**config.mk**
```make
export PLATFORM = sky130hd
export DESIGN_NAME = keypad_uart_sender
export DESIGN_NICKNAME = d
export VERILOG_FILES = /design/src/rtl/keypad_uart_sender.sv
export SDC_FILE = /design/constraint.sdc
export NUM_CORES = 1
export LEC_CHECK = 0
export CAP_MARGIN = 20
export CORE_MARGIN = 2
export CORE_UTILIZATION = 40
export DETAILED_ROUTE_END_ITERATION = 12
export PLACE_DENSITY = 0.56
export SYNTH_ARGS = -nofsm -noshare
export SYNTH_HDL_FRONTEND = slang
export SYNTH_SLANG_ARGS = --single-unit
```
**constraint.sdc**
```tcl
create_clock -name clk -period 4.5 [get_ports clk]
set_input_delay 1.35 -clock clk [delete_from_list [all_inputs] [get_ports clk]]
set_output_delay 1.35 -clock clk [all_outputs]
set_load 0.02 [all_outputs]
```
**src/rtl/keypad_uart_sender.sv**
```systemverilog
// Debounces the keypad scanner code, turns each new key press into ASCII, queues it,
// and sends it out as a UART frame. Build with PARITY_EN defined for 8E1, otherwise 8N1.
module keypad_uart_sender #(
  parameter int CLK_HZ       = 48000000,
  parameter int BAUD         = 9600,
  parameter int DEBOUNCE_CYC = 48000,
  parameter int FIFO_DEPTH   = 4
) (
  input  logic       clk,
  input  logic       rst,
  input  logic [4:0] key_code,
  output logic       tx,
  output logic       busy,
  output logic       fifo_full,
  output logic       overflow
);

  localparam int DIV    = CLK_HZ / BAUD;
  localparam int BAUD_W = (DIV > 1) ? $clog2(DIV) : 1;
  localparam int DEB_W  = $clog2(DEBOUNCE_CYC + 1);
  localparam int PTR_W  = (FIFO_DEPTH > 1) ? $clog2(FIFO_DEPTH) : 1;
  localparam int CNT_W  = PTR_W + 1;

  localparam logic [BAUD_W-1:0] BAUD_LAST     = BAUD_W'(DIV - 1);
  localparam logic [DEB_W-1:0]  DEB_LAST      = DEB_W'(DEBOUNCE_CYC - 1);
  localparam logic [CNT_W-1:0]  FIFO_FULL_CNT = CNT_W'(FIFO_DEPTH);

  typedef enum logic [2:0] {
    S_IDLE   = 3'd0,
    S_START  = 3'd1,
    S_DATA   = 3'd2,
`ifdef PARITY_EN
    S_PARITY = 3'd4,
`endif
    S_STOP   = 3'd3
  } state_t;

  function automatic logic [7:0] to_ascii(input logic [3:0] hex);
    if (hex < 4'd10) to_ascii = 8'h30 + {4'h0, hex};
    else             to_ascii = 8'h37 + {4'h0, hex};
  endfunction

  logic [4:0]       sync_a;
  logic [4:0]       sync_b;
  logic [4:0]       cand;
  logic [4:0]       stable;
  logic [DEB_W-1:0] deb_cnt;
  logic             press;
  logic             push;
  logic [7:0]       push_char;

  // A press is a new valid key, or a direct change from one valid key to another.
  assign press = cand[4] && (!stable[4] || (stable[3:0] != cand[3:0]));

  always_ff @(posedge clk) begin
    if (rst) begin
      sync_a    <= '0;
      sync_b    <= '0;
      cand      <= '0;
      stable    <= '0;
      deb_cnt   <= '0;
      push      <= 1'b0;
      push_char <= '0;
    end else begin
      sync_a <= key_code;
      sync_b <= sync_a;
      push   <= 1'b0;
      if (sync_b != cand) begin
        cand    <= sync_b;
        deb_cnt <= '0;
      end else if (deb_cnt != DEB_LAST) begin
        deb_cnt <= deb_cnt + DEB_W'(1);
      end else if (cand != stable) begin
        stable    <= cand;
        push      <= press;
        push_char <= to_ascii(cand[3:0]);
      end
    end
  end

  logic [7:0]       mem [FIFO_DEPTH];
  logic [PTR_W-1:0] wr_ptr;
  logic [PTR_W-1:0] rd_ptr;
  logic [CNT_W-1:0] count;
  logic             fifo_empty;
  logic             pop;
  logic             push_ok;

  assign fifo_full  = (count == FIFO_FULL_CNT);
  assign fifo_empty = (count == '0);
  // A pop in the same cycle frees a slot, so a push into a full FIFO still lands.
  assign push_ok    = push && (!fifo_full || pop);

  always_ff @(posedge clk) begin
    if (push_ok) mem[wr_ptr] <= push_char;
  end

  always_ff @(posedge clk) begin
    if (rst) begin
      wr_ptr   <= '0;
      rd_ptr   <= '0;
      count    <= '0;
      overflow <= 1'b0;
    end else begin
      if (push_ok) wr_ptr <= wr_ptr + PTR_W'(1);
      if (pop)     rd_ptr <= rd_ptr + PTR_W'(1);
      case ({push_ok, pop})
        2'b10:   count <= count + CNT_W'(1);
        2'b01:   count <= count - CNT_W'(1);
        default: count <= count;
      endcase
      if (push && !push_ok) overflow <= 1'b1;
    end
  end

  state_t            state;
  state_t            state_n;
  logic [BAUD_W-1:0] baud_cnt;
  logic [2:0]        bit_cnt;
  logic [7:0]        shift;
  logic              baud_done;
`ifdef PARITY_EN
  logic              parity;
`endif

  assign baud_done = (baud_cnt == BAUD_LAST);
  assign busy      = (state != S_IDLE);

  always_comb begin
    state_n = state;
    pop     = 1'b0;
    tx      = 1'b1;
    case (state)
      S_IDLE: begin
        if (!fifo_empty) begin
          pop     = 1'b1;
          state_n = S_START;
        end
      end
      S_START: begin
        tx = 1'b0;
        if (baud_done) state_n = S_DATA;
      end
      S_DATA: begin
        tx = shift[0];
        if (baud_done && bit_cnt == 3'd7) begin
`ifdef PARITY_EN
          state_n = S_PARITY;
`else
          state_n = S_STOP;
`endif
        end
      end
`ifdef PARITY_EN
      S_PARITY: begin
        tx = parity;
        if (baud_done) state_n = S_STOP;
      end
`endif
      S_STOP: begin
        if (baud_done) state_n = S_IDLE;
      end
      default: state_n = S_IDLE;
    endcase
  end

  // Every state change happens on a bit boundary or out of IDLE, so clearing the
  // baud counter there restarts it on each state entry.
  always_ff @(posedge clk) begin
    if (rst) begin
      state    <= S_IDLE;
      baud_cnt <= '0;
      bit_cnt  <= '0;
      shift    <= '0;
`ifdef PARITY_EN
      parity   <= 1'b0;
`endif
    end else begin
      state <= state_n;
      if (state == S_IDLE || baud_done) baud_cnt <= '0;
      else                              baud_cnt <= baud_cnt + BAUD_W'(1);
      if (pop) begin
        shift   <= mem[rd_ptr];
        bit_cnt <= '0;
`ifdef PARITY_EN
        parity  <= ^mem[rd_ptr];
`endif
      end else if (state == S_DATA && baud_done) begin
        shift   <= {1'b0, shift[7:1]};
        bit_cnt <= bit_cnt + 3'd1;
      end
    end
  end

endmodule

```
# Yosys cells after proc, flatten, opt, wreduce, memory -nomap -nowiden
# Memories as Yosys holds them, arrays and structs flattened. A register that Yosys moved wholly into a read port is not among the register bits.
# Index checks and enable logic that the tools add are counted.
[totals] ff_bits=80 ram_bits=32 input_bits=7 wordCells=83 mem_count=1
[memory_table] name="mem" depth=4 width=8 read_ports=1 rd_clocked_by_memory_dff=1 wr=1 line="81" rtl="logic [7:0] mem [FIFO_DEPTH];"
[op_classes] addsub=9 n_lt_le_gt_ge=1 n_eq_ne=16 mux=16 n_bitwise=3 reduce_logical=22
[op_table] op="$add 16x1->16 const B" n=1
[op_table] op="$mux 8" n=2
[op_table] op="$ne 16x16->1 const B" n=1
[op_table] op="$add 6x4->7 const A" n=2
[op_table] op="$add 13x1->13 const B" n=1
[op_table] op="$eq 13x13->1 const B" n=1
[op_table] op="$mux 3" n=4
[op_table] op="$pmux 3 s4" n=1
[op_table] op="$ne 5x5->1" n=2
[op_table] op="$ne 2x2->1 const B" n=4
[op_table] op="$mux 7" n=1
[op_table] op="$add 3x1->3 const B" n=2
[op_table] op="$eq 3x2->1 const B" n=2
[op_table] op="$eq 3x3->1 const B" n=2
[op_table] op="$logic_not 3->1" n=2
[op_table] op="$pmux 3 s2" n=1
[op_table] op="$reduce_or 2->1" n=3
[op_table] op="$logic_and 1x1->1" n=5
[op_table] op="$add 2x1->2 const B" n=2
[op_table] op="$lt 4x4->1 const B" n=1
[op_table] op="$mux 1" n=4
[op_table] op="$mux 2" n=2
[op_table] op="$ne 4x4->1" n=1
[op_table] op="$reduce_and 4->1" n=1
[op_table] op="other kinds (12)" n=19

# Longest topological paths before layout
[depth] ltp_word=7 mapped_depth=10 mapped_depth_nobuf=9

# Least setup slack after synthesis
# OpenSTA, ideal clock, no wires.
[synth_path] kind="register to output" startpoint="register state[0]" endpoint="output tx" arrival_ps=1259 path_slack_ps=1891 stages_incl_launch_ff=5 path_buffers=1 path_cell_list="dfxtp_1 -> inv_1 -> ha_1 -> clkbuf_1 -> mux2i_1"
[synth_between] elab_chain_len=2
[synth_rtl] element="start, declared" line="116" rtl="state_t state;"
[synth_rtl] element="start signal, assigned" line="179" rtl="state <= state_n;"
[synth_rtl] element="$eq 3x2->1 / $eq 3x1->1 (equally long branches)" line="133" rtl="case (state)"
[synth_rtl] element="$pmux 1 s2 *" line="133"
[synth_rtl] element="end, declared" line="12" rtl="output logic tx,"
# Every way passes the cells marked *; elsewhere a longest branch is shown, timed or not.

# Worst setup path after layout
# Same ends and word-level chain as after synthesis.

==> results list <==
* Number of inserted filler cells in the final layout: 1,064
- Final number of setup-violating endpoints: 0
- Busiest metal layer after global routing: met2
* Yosys Warn Count: 0
* Worst EP arrival: 1.98 ns
- Final weighted congestion in routability-driven placement: 0.747
- Synth unique cells: 60
- Area taken by flip-flops and latches: around 2400 sq um
* Drt drc: 0
- Of the available clock period, the critical path in the final layout requires 0.739.
- Worst Setup SP: state[0]
* Via-to-Cell Ratio: 5.01
- IR analysis of the VDD net gives a maximum drop of 304 uV.
* Net Count, Synth: ~450
- Post-CTS Setup Repair Bufs: 0
- FMAX: 0.301 GHz
- Net count reported at finish: 450
* Cell row count: 39
* Outcome: complete, no violations
- Post-synthesis sequential area ratio: 0.522
- Netlist Area Pre-Place: approximately 4600 sq um
- Number of sinks on the clock net: 107
- Vertical die dimension: 112 um
- The multi-input combinational cells in the finished layout cover a total of between 2000 and 2500 sq um.
- In the global route stage, met2 resource usage came out at 0.201.
- For this block, the initial DRC count from the detailed router was 123.
* Total via count in the routed design: 2,888
* CP Class: flip-flop to primary output
- Total power for the finished layout comes to between 0.002 and 0.003 W.
* Setup slack, reg-to-reg: 2.20 ns
- Endpoint of the most critical register-to-register path: count[2]
* Slew headroom: 0.590
- Setup repair after global routing left no endpoint under its margin.
* Overall routing resource usage: 0.133
- Post-Route Setup TNS: 0 ns
* Type of destination of the critical path: primary output
- The HPWL after detailed placement is approximately 5000 um.
* Gr ovfl total: 0
- Transition time at the pin with the least slew margin: 0.615 ns
* Met1 usage in global routing: 0.184
* CTS tree: yes
* Origin of the critical flop-to-flop path: state[0]
* Largest clock skew in the final design: 0.0118 ns
* Reported max-cap violation count: 0
* Depth of the worst register-to-register path: 9
* Deepest level of the CTS H-tree: 3
- For met3 alone, demand over resource in global routing was 0.0294.
- Entering global routing, the biggest net connects 29 pins.
- Number of global-route vias before repair: 2,776
* Deepest clock path buffer count: 2
- By area the synthesized netlist is led by sky130_fd_sc_hd__dfxtp_1 (34%), sky130_fd_sc_hd__edfxtp_1 (18%), sky130_fd_sc_hd__xnor2_1 (4.3%), sky130_fd_sc_hd__nor2_1 (4.0%), sky130_fd_sc_hd__ha_1 (3.5%).
* # hold bufs at CTS: 0
- Yosys mapped a number of flops with a built-in enable equal to 28.
- Root Buffer Master: sky130_fd_sc_hd__clkbuf_16
- First-pass GRT wire length: roughly 13,000 um
- In the synthesized netlist the dominant register cell turns out to be sky130_fd_sc_hd__dfxtp_1.
- The most critical setup path has its endpoint at tx.
- The final-report hold violation count is 0.
* #FFs+latches synth: 107
* Post-Route Hold Slack: 0.443 ns
- At the worst endpoint, the required time is 3.15 ns.
* Share of the synthesized area in the top cell type: 0.341
- Quantity of gates resized following cts: 0
* Power per cell area: 496 nW/um^2
* First-pass DRT Iterations: 5
* IO buf count: 10
- Library cell with the largest summed area after synthesis: sky130_fd_sc_hd__dfxtp_1
- In this run the worst hold path is classified as flip-flop to flip-flop.
- Gate count of the mapped netlist: 428
- In this run the count of I/O pins placed on the die edge is 11.
* Number of diodes: 0
- Dividing the detail-routed wire length by the instance count gives 13.1 um.
- TritonCTS created 9 clock buffers.
* Count of final max-slew check failures: 0
* Kind of launch point of the worst setup path: flip-flop
- Final min period: 3.33 ns
- Pleak: 1.74 nW
- Antenna Violating Nets Remaining: 0
* Clk_lat worst skew: 0.35 ns
- In this run the worst path has a maximum fanout of 9.
* Die Footprint: 12,500 sq um
* Number of antenna violations at the first check in global routing: 0
- After detailed routing, the total wire length is 7560 um.
- Horizontal die dimension: 112 um
* Core region area: 11,400 sq um
- Layout-stage area growth over the synthesis result: 10.3%
- Clock slew seen by the registers of the worst setup and hold paths: roughly 0.08 ns
- In the final layout, the share of cells above drive strength 1 is 0.101.
* Initial standard-cell utilization of the core: 0.408
- Asr flop ratio synth: 0
- The average instance in the mapped netlist occupies 10.9 sq um.
[flip-flops by register name (all words and copies together), names as in the netlist, 5 cells and up, named ones only]
register   flops
shift          7
sync_b         5
mem           28
stable         5
deb_cnt       16
cand           5
sync_a         5
push_char      7
baud_cnt      13
[synthesized netlist by cell type (all sizes together) (8+ instances only)]
master / count
a21oi: 18
buf: 13
clkbuf: 8
dfxtp: 79
edfxtp: 28
ha: 13
inv: 13
nand2: 25
nand3: 25
nor2: 52
nor2b: 16
nor3: 13
o21ai: 9
xnor2: 23
xor2: 16
[logic make-up (layout without fill, tap and decap cells)]
kind of cell | after synthesis | after routing | synth area share
compound gates | 55 | 55 | 0.0868
mux | 12 | 12 | 0.0447
flops | 107 | 107 | 0.522
simple gates | 166 | 166 | 0.191
fa+ha+maj | 14 | 14 | 0.0393
xor+xnor | 39 | 39 | 0.0735
buf+inv | 35 | 41 | 0.0431
[area by class of cell]
cell class              instances  share of cell area
inverters                      13             0.00953
flip-flops and latches        107               0.473
clock buffers                   9              0.0440
multi-input cells             286               0.395
well taps                     143              0.0349
clock inverters                 7              0.0222
repair buffers                 12              0.0215
[power breakdown]
part           internal, W  switching (W)  leakage (nW)
Clock             0.000503       0.000377         0.166
Combinational     0.000240       0.000282         0.700
Sequential         0.00106      0.0000799         0.873
[per-layer routing]
metal	share of wire	up-vias
met5	0	-
met4	0.015	0
met2	0.45	32
li1	-	1486
met3	0.025	7
met1	0.51	1363
[worst min-delay path by stage]
| stage | start | endpoint | cells past startpoint |
|---|---|---|---|
| floorplan | sync_a[0] | sync_b[0] | 1 |
| global placement | sync_a[1] | sync_b[1] | 1 |
| detailed placement | sync_a[2] | sync_b[2] | 1 |
| CTS | sync_a[2] | sync_b[2] | 1 |
| global route | sync_a[2] | sync_b[2] | 1 |
| finish | sync_a[2] | sync_b[2] | 1 |
[worst max-delay path, stage by stage (launching register included)]
cell	delay (ns)
sky130_fd_sc_hd__dfxtp_1	0.33
sky130_fd_sc_hd__inv_1	0.10
sky130_fd_sc_hd__ha_1	0.37
sky130_fd_sc_hd__mux2i_1	0.22
sky130_fd_sc_hd__clkdlybuf4s50_1	0.61
[placed cells by master, fill, tap and decap left out, types with 3 or more instances in the layout]
| master | n |
|---|---|
| sky130_fd_sc_hd__dfxtp_1 | 79 |
| sky130_fd_sc_hd__nor2_1 | 50 |
| sky130_fd_sc_hd__edfxtp_1 | 28 |
| sky130_fd_sc_hd__nand2_1 | 24 |
| sky130_fd_sc_hd__nand3_1 | 23 |
| sky130_fd_sc_hd__xnor2_1 | 23 |
| sky130_fd_sc_hd__nor2b_1 | 16 |
| sky130_fd_sc_hd__xor2_1 | 16 |
| sky130_fd_sc_hd__a21oi_1 | 15 |
| sky130_fd_sc_hd__inv_1 | 13 |
| sky130_fd_sc_hd__ha_1 | 13 |
| sky130_fd_sc_hd__nor3_1 | 10 |
| sky130_fd_sc_hd__clkbuf_16 | 9 |
| sky130_fd_sc_hd__clkdlybuf4s50_1 | 9 |
| sky130_fd_sc_hd__o21ai_0 | 8 |
| sky130_fd_sc_hd__mux4_2 | 7 |
| sky130_fd_sc_hd__nand2b_1 | 6 |
| sky130_fd_sc_hd__a311oi_1 | 6 |
| sky130_fd_sc_hd__and3_1 | 5 |
| sky130_fd_sc_hd__mux2i_1 | 5 |
| sky130_fd_sc_hd__and2_1 | 5 |
| sky130_fd_sc_hd__a211oi_1 | 4 |
| sky130_fd_sc_hd__nand4_1 | 4 |
| sky130_fd_sc_hd__nor4b_1 | 3 |
| sky130_fd_sc_hd__o21bai_1 | 3 |
| sky130_fd_sc_hd__nor3_2 | 3 |
| sky130_fd_sc_hd__or3_1 | 3 |
| sky130_fd_sc_hd__a21oi_2 | 3 |
| sky130_fd_sc_hd__a211oi_2 | 3 |
| sky130_fd_sc_hd__inv_6 | 3 |
[metrics by stage]
step                      instances  utilization  setup slack, ns  area, sq um
after global routing            577        0.450             1.02         5120
after detailed placement        561        0.421             1.53         4780
final                           577        0.450             1.17         5120
after floorplan                 428            -             1.89         4640
after global placement          561        0.421             1.56         4780
after CTS                       577        0.450             1.14         5120
No activity file was read; power rests on OpenSTA's default activity.
